`src/rtl/ldpc_pin_pkg.sv`:
```
// Shared types and defaults for the ldpcEncDec pin-port host.
// The state enum and the counter-width helper are used by the host and the bit-period divider.
package ldpc_pin_pkg;

  localparam int DEF_DATA_W  = 32;
  localparam int DEF_SEL_W   = 16;
  localparam int DEF_CLK_DIV = 4;
  localparam int DEF_TURN    = 2;

  localparam logic [DEF_SEL_W-1:0] SEL_NONE = '0;

  typedef enum logic [2:0] {
    ST_IDLE,
    ST_SETUP,
    ST_WR,
    ST_TURN,
    ST_RD,
    ST_END,
    ST_ERR
  } state_t;

  // Bits needed to hold 0..max_val, never less than one.
  function automatic int cnt_w(input int max_val);
    return (max_val < 2) ? 1 : $clog2(max_val + 1);
  endfunction

endpackage

```
`src/rtl/ldpc_pin_tick.sv`:
```
// Bit-period divider: counts 0..CLK_DIV-1 and flags the start, middle and last cycle of each period.
// A clear restarts the period so the next cycle is a start cycle.
module ldpc_pin_tick
  import ldpc_pin_pkg::*;
#(
  parameter int CLK_DIV = DEF_CLK_DIV
) (
  input  logic clk,
  input  logic rst_n,
  input  logic clear,
  output logic start,
  output logic mid,
  output logic last
);

  localparam int CW = cnt_w(CLK_DIV - 1);

  logic [CW-1:0] count;

  // NOTE: sequential state is always assigned with <= so every flop samples pre-edge values.
  always_ff @(posedge clk or negedge rst_n) begin
    if (!rst_n) begin
      count <= '0;
    end else if (clear || count == CW'(CLK_DIV - 1)) begin
      count <= '0;
    end else begin
      count <= count + CW'(1);
    end
  end

  assign start = (count == '0);
  assign mid   = (count == CW'(CLK_DIV / 2));
  assign last  = (count == CW'(CLK_DIV - 1));

endmodule

```
`src/rtl/ldpc_pin_host.sv`:
```
// Pin-side master for the ldpcEncDec serial pin port: converts parallel register requests
// into select/setup/data frames on P_in_out_sel, P_inputnoutput, P_input and PO_output.
module ldpc_pin_host
  import ldpc_pin_pkg::*;
#(
  parameter int DATA_W  = DEF_DATA_W,
  parameter int SEL_W   = DEF_SEL_W,
  parameter int CLK_DIV = DEF_CLK_DIV,
  parameter int TURN    = DEF_TURN
) (
  input  logic              wb_clk_i,
  input  logic              wb_rst_n,
  input  logic              req_valid,
  output logic              req_ready,
  input  logic              req_we,
  input  logic [SEL_W-1:0]  req_sel,
  input  logic [DATA_W-1:0] req_wdata,
  output logic              rsp_valid,
  output logic              rsp_err,
  output logic [DATA_W-1:0] rsp_rdata,
  output logic              busy,
  output logic [SEL_W-1:0]  P_in_out_sel,
  output logic              P_inputnoutput,
  output logic              P_input,
  input  logic              PO_output
);

  localparam int BW = cnt_w(DATA_W - 1);
  localparam int TW = cnt_w((TURN > 0) ? TURN - 1 : 0);

  logic              rst_meta;
  logic              rst_n;
  logic              accept;
  logic              tick_start;
  logic              tick_mid;
  logic              tick_last;
  state_t            state;
  logic              lat_we;
  logic [DATA_W-1:0] shift;
  logic [BW-1:0]     bit_cnt;
  logic [TW-1:0]     turn_cnt;

  // NOTE: reset asserts asynchronously but releases through two flops, so no flop sees a
  // deassertion edge close to the clock.
  always_ff @(posedge wb_clk_i or negedge wb_rst_n) begin
    if (!wb_rst_n) begin
      {rst_n, rst_meta} <= 2'b00;
    end else begin
      {rst_n, rst_meta} <= {rst_meta, 1'b1};
    end
  end

  assign accept = req_valid && req_ready;
  assign busy   = (state != ST_IDLE);

  ldpc_pin_tick #(.CLK_DIV(CLK_DIV)) u_tick (
    .clk   (wb_clk_i),
    .rst_n (rst_n),
    .clear (accept),
    .start (tick_start),
    .mid   (tick_mid),
    .last  (tick_last)
  );

  always_ff @(posedge wb_clk_i or negedge rst_n) begin
    if (!rst_n) begin
      state          <= ST_IDLE;
      req_ready      <= 1'b1;
      rsp_valid      <= 1'b0;
      rsp_err        <= 1'b0;
      rsp_rdata      <= '0;
      P_in_out_sel   <= '0;
      P_inputnoutput <= 1'b0;
      P_input        <= 1'b0;
      lat_we         <= 1'b0;
      shift          <= '0;
      bit_cnt        <= '0;
      turn_cnt       <= '0;
    end else begin
      rsp_valid <= 1'b0;
      case (state)
        ST_IDLE: begin
          // Ready returns one cycle after the completion pulse, leaving an all-zero gap.
          if (rsp_valid) req_ready <= 1'b1;
          if (accept) begin
            req_ready <= 1'b0;
            lat_we    <= req_we;
            shift     <= req_wdata;
            if (req_sel == SEL_W'(SEL_NONE)) begin
              state <= ST_ERR;
            end else begin
              state          <= ST_SETUP;
              P_in_out_sel   <= req_sel;
              P_inputnoutput <= req_we;
            end
          end
        end
        ST_SETUP: begin
          if (tick_last) begin
            bit_cnt <= BW'(DATA_W - 1);
            if (lat_we) begin
              state <= ST_WR;
            end else if (TURN == 0) begin
              state <= ST_RD;
            end else begin
              state    <= ST_TURN;
              turn_cnt <= TW'(TURN - 1);
            end
          end
        end
        ST_WR: begin
          if (tick_start) begin
            P_input <= shift[DATA_W-1];
            shift   <= {shift[DATA_W-2:0], 1'b0};
          end
          if (tick_last) begin
            if (bit_cnt == '0) begin
              state   <= ST_END;
              P_input <= 1'b0;
            end else begin
              bit_cnt <= bit_cnt - BW'(1);
            end
          end
        end
        ST_TURN: begin
          if (tick_last) begin
            if (turn_cnt == '0) begin
              state <= ST_RD;
            end else begin
              turn_cnt <= turn_cnt - TW'(1);
            end
          end
        end
        ST_RD: begin
          if (tick_mid) shift <= {shift[DATA_W-2:0], PO_output};
          if (tick_last) begin
            if (bit_cnt == '0) begin
              state <= ST_END;
            end else begin
              bit_cnt <= bit_cnt - BW'(1);
            end
          end
        end
        ST_END: begin
          if (tick_last) begin
            state          <= ST_IDLE;
            P_in_out_sel   <= '0;
            P_inputnoutput <= 1'b0;
            P_input        <= 1'b0;
            rsp_valid      <= 1'b1;
            rsp_err        <= 1'b0;
            if (!lat_we) rsp_rdata <= shift;
          end
        end
        ST_ERR: begin
          state     <= ST_IDLE;
          rsp_valid <= 1'b1;
          rsp_err   <= 1'b1;
        end
        default: state <= ST_IDLE;
      endcase
    end
  end

endmodule

```
`config.mk`:
```
export PLATFORM = sky130hd
export DESIGN_NAME = ldpc_pin_host
export DESIGN_NICKNAME = d
export VERILOG_FILES = /design/src/rtl/ldpc_pin_pkg.sv /design/src/rtl/ldpc_pin_tick.sv /design/src/rtl/ldpc_pin_host.sv
export SDC_FILE = /design/constraint.sdc
export NUM_CORES = 1
export LEC_CHECK = 0
export ABC_CLOCK_PERIOD_IN_PS = 8850
export BUFFER_PORTS_ARGS = -buffer_cell sky130_fd_sc_hd__buf_4
export CORE_MARGIN = 3
export CORE_UTILIZATION = 58
export DETAILED_ROUTE_END_ITERATION = 10
export GPL_TIMING_DRIVEN = 0
export PLACE_DENSITY = 0.85
export SLEW_MARGIN = 5
export SYNTH_ARGS = -nofsm -noshare
export SYNTH_HDL_FRONTEND = slang
export SYNTH_HIERARCHICAL = 1
export SYNTH_SLANG_ARGS = --single-unit
export TNS_END_PERCENT = 50
```
`constraint.sdc`:
```
create_clock -name wb_clk_i -period 8.85 [get_ports wb_clk_i]
set_input_delay 0.885 -clock wb_clk_i [delete_from_list [all_inputs] [get_ports wb_clk_i]]
set_output_delay 0.885 -clock wb_clk_i [all_outputs]
set_load 0.005 [all_outputs]
```
-- Word-level counts from Yosys, hierarchy flattened
Index checks and enable logic that the tools add are counted.
W data, S select, Z words.
- add/subtract/negate cells: 3
- equality and inequality tests: 20
- mux-type cells: 41
- bitwise logic cells: 1
- reduce and logical (&&, ||, !) cells: 25
- operator list (cell ; count):
    $mux W32 ; 3
    $pmux W32 S3 ; 1
    $mux W16 ; 3
    $pmux W16 S2 ; 1
    $mux W3 ; 8
    $ne A2 B2 Y1 const B ; 9
    $logic_not A16 Y1 ; 1
    $reduce_and A4 Y1 ; 4
    $mux W5 ; 3
    $pmux W3 S5 ; 1
    $mux W1 ; 14
    $reduce_bool A2 Y1 ; 6
    $pmux W1 S2 ; 5
    $pmux W5 S2 ; 1
    $eq A3 B3 Y1 const B ; 3
    $reduce_and A2 Y1 ; 4
    $reduce_and A7 Y1 ; 1
    $eq A3 B2 Y1 const B ; 2
    $ne A2 B1 Y1 const B ; 3
    $reduce_bool A3 Y1 ; 2
    $logic_not A5 Y1 ; 1
    $sub A5 B1 Y5 const B ; 1
    $eq A2 B2 Y1 const B ; 2
    $eq A3 B1 Y1 const B ; 1
    10 further kinds ; 10
- register bits: 99
- output and inout bits: 54

-- Depth between registers and ports, before layout
Gate-level depths: netlist (run 1).
- word-level depth: 5
- gate-level depth with buffers: 7
- mapped depth without buffers: 6

-- By module
Netlist (run 1), hierarchy kept.
- by module, submodules not included (module ; instances ; cells an instance ; area each (um^2)):
    ldpc_pin_host ; 1 ; 380 ; 4628.2
    ldpc_pin_tick ; 1 ; 9 ; 117.6

-- Worst setup path before layout (run 1)
OpenSTA, ideal clock, no wires.
- path type: input to register
- from: in req_valid
- to: reg shift[10]
- arrival: 2.014 ns
- path slack: 6.711 ns
- cell stages on the path: 5
- buffers on the path: 1
- cells stage by stage: nand2_1 > o211a_1 > a211oi_4 > buf_6 > mux2_2
- longest elaborated chain between the ends: 3
- ends and longest elaborated chain (item ; line ; source):
    from (decl) ; ldpc_pin_host.sv:13 ; input logic req_valid,
    $logic_and A1 B1 Y1 ; ldpc_pin_host.sv:53 ; assign accept = req_valid && req_ready;
    $ne A2 B1 Y1 (no source line) ; - ;
    $reduce_and A4 Y1 (no source line) ; - ;
    to (signal assigned) ; ldpc_pin_host.sv:88 ; shift <= req_wdata;
    to (signal assigned) ; ldpc_pin_host.sv:114 ; shift <= {shift[DATA_W-2:0], 1'b0};
    to (signal assigned) ; ldpc_pin_host.sv:135 ; if (tick_mid) shift <= {shift[DATA_W-2:0], PO_output};
    to (decl) ; ldpc_pin_host.sv:39 ; logic [DATA_W-1:0] shift;
Every way passes these cells.
A chain may end at the register's enable or synchronous reset.

-- Worst setup path after layout (run 1)
- from: reg bit_cnt[0]
- to: reg bit_cnt[1]
- longest elaborated chain between the ends: 4
- elaborated cells between the ends (all ways): 7
- those cells by class: 1 x add/sub; 1 x eq/ne; 3 x mux; 2 x reduce/logical
- ends and longest elaborated chain (item ; line ; source):
    from (decl) ; ldpc_pin_host.sv:40 ; logic [BW-1:0] bit_cnt;
    from (signal assigned) ; ldpc_pin_host.sv:100 ; bit_cnt <= BW'(DATA_W - 1);
    from (signal assigned) ; ldpc_pin_host.sv:121 ; bit_cnt <= bit_cnt - BW'(1);
    from (signal assigned) ; ldpc_pin_host.sv:140 ; bit_cnt <= bit_cnt - BW'(1);
    $sub A5 B1 Y5 ; ldpc_pin_host.sv:121, ldpc_pin_host.sv:140 ;
    $mux W5 ; ldpc_pin_host.sv:117, ldpc_pin_host.sv:137 ;
    $mux W5 ; ldpc_pin_host.sv:136 ; if (tick_last) begin
    $pmux W5 S2 ; ldpc_pin_host.sv:81 ; case (state)
Parallel ways exist; a longest one is shown, timed or not. The select of a mux whose other input is x is not followed.

==> results of run 1 <==
per-layer routing:
metal	routed length, um	GRT usage (%)	vias up
met2	5330	40.0	118
li1	-	-	1631
met1	4350	30.5	1745
met4	188	8.41	0
met3	695	5.65	16
met5	0	0	-
power groups by stage:
stage / Sequential (uW) / Clock (uW) / Combinational [uW]
after global routing: 847 / 317 / 1100
after detailed placement: 825 / 0 / 1000
after floorplan: 797 / 0 / 663
after CTS: 817 / 301 / 1010
after global placement: 813 / 0 / 955
final: 818 / 296 / 1000
state kept, by name, summed over array words and instances (netlist names), 2 cells and up:
signal and flops:
P_in_out_sel 16, bit_cnt 5, rsp_rdata 32, shift 32
state 3, u_tick/count 2
stage by stage:
| step | std cells | total power [uW] | utilization (%) | hold WS [ns] |
|---|---|---|---|---|
| 2_1_floorplan | 389 | 1460 | - | 0.331 |
| 3_3_place_gp | 597 | 1770 | 72.2 | 0.338 |
| 3_5_place_dp | 598 | 1830 | 72.6 | 0.343 |
| 4_1_cts | 614 | 2120 | 75.2 | 0.277 |
| 5_1_grt | 614 | 2270 | 75.2 | 0.270 |
| 6_report | 614 | 2120 | 75.2 | 0.291 |
cell type report:
cell class                      instances  share of cell area, %
Inverter                               29                   1.84
Clock buffer                           10                   2.16
Sequential cell                        99                   42.1
Clock inverter                          6                   1.25
Buffer                                 24                   2.50
Multi-Input combinational cell        237                   34.1
Timing Repair Buffer                  107                   13.9
Tap cell                              102                   2.16
cells in the final DEF, fill, tap and decap left out, types with 5 or more instances in the layout:
master / synthesis / routed
a21oi_1: 9 / 9
buf_2: 7 / 7
buf_4: 5 / 111
clkbuf_1: 7 / 8
clkbuf_8: 0 / 9
dfrtp_1: 98 / 97
inv_1: 28 / 28
mux2_2: 93 / 93
nand2_1: 25 / 25
nand3_1: 17 / 17
nor2_1: 11 / 11
o21ai_0: 5 / 5
o221ai_1: 18 / 18
kinds of logic (layout without fill, tap and decap cells):
family                   after synthesis  in the layout  share of synthesized area [%]
adder cells (fa/ha/maj)                4              4                           1.05
flip-flops                            99             99                           52.2
AO/OA/AOI/OAI                         51             51                           8.25
other                                  1              1                         0.0790
XOR/XNOR                               1              1                          0.185
multiplexers                          99             99                           23.4
AND/OR/NAND/NOR                       81             81                           9.36
buffers and inverters                 53            176                           5.40
synthesized netlist by cell type, drive strengths merged, types with 4 or more instances:
master  number  area, um2
nand2       25       93.8
inv         29        109
nor3         6       40.0
dfrtp       98       2450
nand3       18        103
clkbuf       7       26.3
buf         17        121
nand2b       4       25.0
nor4         4       25.0
a21oi        9       45.0
ha           4       50.1
mux2        97       1090
nor2        12       47.6
o21ai        6       30.0
and4         4       35.0
o221ai      18        158
worst paths after layout:
kind	depth (start not counted)	slack (ns)	from	to
setup reg to reg	6	6.57	bit_cnt[0]	bit_cnt[1]
min in group wb_clk_i	0	0.36	rst_meta	rst_n
hold / removal	1	0.29	wb_rst_n	rst_n
hold reg to reg	0	0.35	rst_n	bit_cnt[3]
max in group asynchronous	1	7.84	rst_n	rsp_rdata[5]
setup / recovery	6	6.57	bit_cnt[0]	bit_cnt[1]
==> run metrics, run 1 <==
total grt overflow 0; Area growth syn-to-layout 24.4%; Sw Ratio 36.2%; setup TNS 0 ns; Final period util 25.8%; Synth warnings 6; Pint 1350 uW; Final WS setup 6.57 ns; fin crit period 2.28 ns; CP delay by family, top simple AND/OR/NAND/NOR gates; largest net degree at the start of global routing 54; Die X-Extent 96.5 um; first-pass GRT wire length 17.1 mm; Peak supply drop 0.000156 V; Most used DFF post-synth dfrtp_1; GPL Wtd Cong 0.790; DIE AREA 9300 um2; CTS tree yes; cell leakage power 0.00279 uW; post-route design area 5900 um2; Post-DP HPWL 7.79 mm; Inserted Clock Buffers 9; clock sinks 99; Post-route DRC 0; postcts setup bufs 0; max_cap viols 0; Clock transition at path regs 0.09 ns; Synth Instances 389; Via Count 3510; sequential fraction of the synthesis area 52.2%; Sw Pwr 765 uW; CP Buf/Inv Count 1; Rows 32; Reg area 2480 um2; Peak Freq 438 MHz; Hold Vio Cnt, Final 0; Crit-path slowest cell o21ai_0; Core Area 7850 um2; initial antenna violation count 0; CTS root buffer clkbuf_8; PwrDens 358 nW/um2; min-delay worst type in2async; H-tree Lvls 3; Avg Cell Area, Syn 12.2 um2; Max Clock Skew 0.0117 ns; unrepaired setup endpoints after global routing false; Via density 5.72; drt initial violations 219; Comb pwr share 47.4%; global-route usage over all layers 23.9%; Worst-Margin Slew 0.601 ns; WL final 10.6 mm; cell area after placement 5700 um2; element type at the critical path start flip-flop; flops & latches, synth 99; # setup viols final 0; Mapped Area 4750 um2; io pins 107; effective utilization at floorplan 60.5%; worst-path fanout max 5; dpl ws 6.41 ns; count of cell types in the netlist 51; Resized Gates After CTS 0; sequence of cells on the critical path inv_1 > ha_1 > nor4b_1 > nor3_1 > o21ai_0 > mux2_2; WS Path Type reg2reg; fill count 539; Slew Viols, Final 0; Slew HR 59.9%; Final ANT Viol Nets 0; element type at the critical path end flip-flop; WL/cell 17.2 um; CP required 9.09 ns; Net Count, Synth 446; DR pass1 iterations 4; CP peak stage delay 0.50 ns; sequential share of power 38.7%; Async S/R FF share, synth 100%; multi-input logic area 2010 um2; deepest clock path buffer count 2; outcome finished, final reports clean; number of I/O port buffers 106; final-stage net count 564; # diodes 0; fraction of layout cells with a size suffix above 1 47.7%; Worst-Skew Late Latency 0.36 ns; die extent in y 96.5 um; # hold bufs at CTS 0; Clk pwr share 14.0%; vias in the first global route 3634; Crit path arrival time 2.53 ns; number of synthesized flops with an enable pin 0
Note: power is estimated with default switching activity, not from simulation.
==> inputs of run 2 (changes only) <==
ABC_CLOCK_PERIOD_IN_PS = 2230   (was 8850)
CORE_UTILIZATION = 54   (was 58)
PLACE_DENSITY = 0.8   (was 0.85)
clock period = 2.23 ns   (was 8.85 ns; I/O delays follow)
==> run 2 against run 1 <==
Maximum frequency rose by 5.0%; hold slack got worse by 0.18 ns; via count fell by 0.34%; register-to-register slack got worse by 6.5 ns; global-route usage fell by 1.8 points; first-iteration DRC count fell by 48%; sequential share of layout area fell by 0.17 points; setup slack got worse by 6.5 ns; die area rose by 6.9%; core utilization fell by 4.5 points; count of clock-buffer cells in the layout did not move; clock power rose to 4.0 times the previous value.
==> run metrics, run 2 (synthesis results as in run 1) <==
min-delay worst type in2reg; R2R depth 5; unrepaired setup endpoints after global routing true; Area growth syn-to-layout 24.9%; DIE AREA 9950 um2; io pins 107; global-route usage over all layers 22.1%; Reg area 2480 um2; worst-path fanout max 10; reg2reg end rsp_rdata[0]; fin crit period 2.17 ns; CTS tree yes; Via Count 3498; effective utilization at floorplan 56.6%; DR pass1 iterations 5; element type at the critical path end flip-flop; R2R Setup Slk 0.06 ns; Peak Freq 460 MHz; max_cap viols 0; total grt overflow 0; PwrDens 1410 nW/um2; Critical R2R Launch u_tick/count[0]; largest net degree at the start of global routing 70; Hold EP lat_we; clock sinks 99; Post-DP HPWL 7.65 mm; Worst-Skew Late Latency 0.36 ns; WL/cell 17.0 um; Post-route DRC 0; WL final 10.5 mm; deepest clock path buffer count 2; drt initial violations 114; vias in the first global route 3594; Core Area 8380 um2; # diodes 0; final-stage net count 565; most frequent cells in the layout 111 x buf_4, 97 x dfrtp_1, 93 x mux2_2, 28 x inv_1, 25 x nand2_1; postcts setup bufs 0; Die X-Extent 99.7 um; fraction of layout cells with a size suffix above 1 47.8%; fill count 623; Placed Cells 601; CTS root buffer clkbuf_8; Hold Crit Start req_we; CP required 2.48 ns; top flop regs rsp_rdata (32), shift (32), P_in_out_sel (16); cell leakage power 0.00279 uW; Max Clock Skew 0.00970 ns; element type at the critical path start flip-flop; Clock transition at path regs 0.09 ns; WS Path Type reg2reg; multi-input logic area 2020 um2; die extent in y 99.7 um; setup TNS 0 ns; Inserted Clock Buffers 9; Via density 5.66; Worst-Margin Slew 0.585 ns; Hold Vio Cnt, Final 0; Rows 33; first-pass GRT wire length 17.5 mm; Crit path arrival time 2.42 ns; number of I/O port buffers 106; Final period util 97.4%; initial antenna violation count 0; worst hold path depth 2; Peak supply drop 0.000632 V; final cell count without fillers 618; outcome finished, final reports clean; Slew HR 60.8%; commonest non-fill, non-tap cell in the layout buf_4; Slew Viols, Final 0; Final ANT Viol Nets 0; H-tree Lvls 3; Fin Hold WS 0.108 ns; # setup viols final 0; GPL Wtd Cong 0.835
## run 2: cell type report
| class | instances | area share (%) |
|---|---|---|
| sequential | 99 | 41.9 |
| multi-input combinational | 237 | 34.1 |
| clock buffer | 10 | 2.15 |
| timing repair buffer | 108 | 14.1 |
| inverter | 29 | 1.84 |
| clock inverter | 6 | 1.22 |
| tap | 105 | 2.22 |
| buffer | 24 | 2.49 |
## run 2: critical path, cell delays in order, from the launching register on
cell and delay [ns]:
dfrtp_1 0.39, ha_1 0.23, clkbuf_1 0.31, nor3b_2 0.49, buf_4 0.29, mux2_2 0.35
## run 2: per-layer routing
layer  track usage [%]  routed length [um]
met4              6.93                 170
met5                 0                   0
met2              36.2                5170
met1              28.6                4430
met3              6.24                 757
## run 2: through the flow
stage	util (%)	cell area [um2]	total power (uW)	setup WS [ns]
after floorplan	-	4750	5800	0.352
after global placement	67.7	5670	7030	-0.00530
after detailed placement	68.1	5700	7230	-0.00332
after CTS	70.6	5920	8440	0.0522
after global routing	70.7	5930	8980	-0.0872
final	70.7	5930	8380	0.0574
## run 2: where the power goes
part / switching (uW) / internal, uW
combinational: 1780 / 2180
clock: 637 / 531
sequential: 604 / 2640
total: 3020 / 5360
## run 2: how the worst max path moves through the flow
stage / startpoint / endpoint / slack, ns / depth (start not counted)
floorplan: state[1] / shift[10] / 0.35 / 6
global placement: rst_n / rsp_rdata[22] / -0.005 / 0
detailed placement: state[1] / shift[7] / -0.003 / 6
CTS: u_tick/count[0] / rsp_rdata[0] / 0.05 / 5
global route: u_tick/count[0] / P_in_out_sel[13] / -0.09 / 6
finish: u_tick/count[0] / rsp_rdata[0] / 0.06 / 5
## run 2: what timing repair did
item / CTS / global route
gates cloned: 0 / 0
hold endpoints to repair: 2 / 0
hold buffers: 1 / 0
gates resized for setup: 2 / 1
setup endpoints to repair: 4 / 41
pin swaps: 0 / 0
==> inputs of run 3 (changes only) <==
CORE_UTILIZATION = 40   (was 54)
PLACE_DENSITY = unset   (was 0.8)
==> run 3 against run 2 <==
Hold slack better by 0.031 ns; combinational power is essentially flat; routed wire length rose by 2.3%; cell count is 6.3% higher; critical path type unchanged; global-route usage down 4.8 points; total power up 5.8%.
==> run metrics, run 3 (synthesis results as in run 1) <==
fill count 1024; PwrDens 1450 nW/um2; CTS tree yes; R2R depth 6; Slew HR 62.4%; global-route usage over all layers 17.3%; Final WS setup 0.159 ns; worst-path fanout max 10; Worst-Margin Slew 0.564 ns; max_cap viols 0; Post-DP HPWL 7.64 mm; fin crit period 2.07 ns; unrepaired setup endpoints after global routing true; Via Count 3455; Max Clock Skew 0.00588 ns; WL final 10.8 mm; # setup viols final 0; DIE AREA 13200 um2; GPL Wtd Cong 0.774; Via density 5.26; reg2reg end shift[13]; die extent in y 115 um; Slew Viols, Final 0; WS Path Type reg2reg; Peak Freq 483 MHz; Crit path arrival time 2.30 ns; Inserted Clock Buffers 9; vias in the first global route 3586; Rows 39; R2R Setup Slk 0.16 ns; most frequent cells in the layout 113 x buf_4, 97 x dfrtp_1, 93 x mux2_2, 28 x inv_1, 25 x nand2_1; worst hold path depth 2; Core Area 11500 um2; # diodes 0; min-delay worst type in2reg; Die X-Extent 115 um; first-pass GRT wire length 18.1 mm; Area growth syn-to-layout 28.7%; CTS root buffer clkbuf_16; drt initial violations 208; deepest clock path buffer count 2; Clock transition at path regs 0.07 ns; largest net degree at the start of global routing 59; Final ANT Viol Nets 0; number of I/O port buffers 106; clock sinks 99; fraction of layout cells with a size suffix above 1 48.1%; WL/cell 16.4 um; initial antenna violation count 0; cell leakage power 0.00287 uW; Hold EP lat_we; element type at the critical path end flip-flop; Final period util 92.9%; CP required 2.46 ns; effective utilization at floorplan 41.2%; DR pass1 iterations 4; Hold Vio Cnt, Final 0; Worst-Skew Late Latency 0.34 ns; Critical R2R Launch state[1]; top flop regs rsp_rdata (32), shift (32), P_in_out_sel (16); total grt overflow 0; io pins 107; final-stage net count 567; element type at the critical path start flip-flop; Post-route DRC 0; outcome finished, final reports clean; Fin Hold WS 0.139 ns; H-tree Lvls 3; dpl ws -0.0570 ns; commonest non-fill, non-tap cell in the layout buf_4; Hold Crit Start req_we; Peak supply drop 0.000706 V
==> run 3: cell count changes in the layout (fill, tap and decap cells not counted), moves of 2 or more <==
| cell | change |
|---|---|
| clkbuf_16 | +9 |
| clkbuf_8 | -8 |
| buf_4 | +2 |
| clkinv_2 | +2 |
| clkinvlp_4 | -2 |
==> run 3: metrics by stage <==
| step | cells | area [um2] | TNS [ns] | utilization (%) | power, uW |
|---|---|---|---|---|---|
| floorplan | 389 | 4750 | 0 | - | 5800 |
| global placement | 638 | 5720 | -12.40 | 49.7 | 7120 |
| detailed placement | 639 | 5750 | -1.56 | 49.9 | 7230 |
| CTS | 655 | 6090 | 0 | 52.9 | 8970 |
| global route | 657 | 6110 | -0.0660 | 53.0 | 9540 |
| finish | 657 | 6110 | 0 | 53.0 | 8860 |
==> run 3: what timing repair did <==
action | CTS | global route
endpoints found under the hold margin | 2 | 0
hold buffers | 1 | 0
resized for setup | 2 | 2
setup endpoints to repair | 49 | 44
setup buffers | 0 | 2
gates cloned | 0 | 0
pin swaps | 0 | 0
==> run 3: critical path, cell delays in order, from the launching register on <==
cell     delay, ns
dfrtp_1       0.36
buf_4         0.18
xnor2_1       0.19
nor2_4        0.28
buf_2         0.33
mux2_2        0.37
mux2_2        0.26
==> run 3: how the worst max path moves through the flow <==
stage                     cells past startpoint             from  slack, ns             to
after floorplan                               6         state[1]       0.35      shift[10]
after global placement                        0            rst_n      -0.13      shift[23]
after detailed placement                      5  u_tick/count[0]      -0.06  rsp_rdata[23]
after CTS                                     6       bit_cnt[0]       0.03     bit_cnt[1]
after global routing                          6       bit_cnt[0]      -0.07     bit_cnt[1]
final                                         6         state[1]       0.16      shift[13]
==> run 3: final cells by class <==
type / instances / area (um2) / area share, %
clock inverter: 5 / 77.6 / 1.27
multi-input combinational: 237 / 2030 / 33.2
clock buffer: 10 / 239 / 3.91
tap: 143 / 179 / 2.93
buffer: 24 / 148 / 2.42
sequential: 99 / 2480 / 40.6
inverter: 29 / 109 / 1.78
timing repair buffer: 110 / 848 / 13.9
==> run 3: per-layer routing <==
layer  global-route usage (%)  wire length [um]  vias up
met1                     22.6              4700     1699
met5                        0                 0        -
met2                     27.0              5040      103
li1                         -                 -     1638
met4                     6.34               207        0
met3                     5.53               814       15
==> run 3: report_power, final <==
group	internal [uW]	switching [uW]
combinational	2190	1760
clock	1000	659
sequential	2650	594
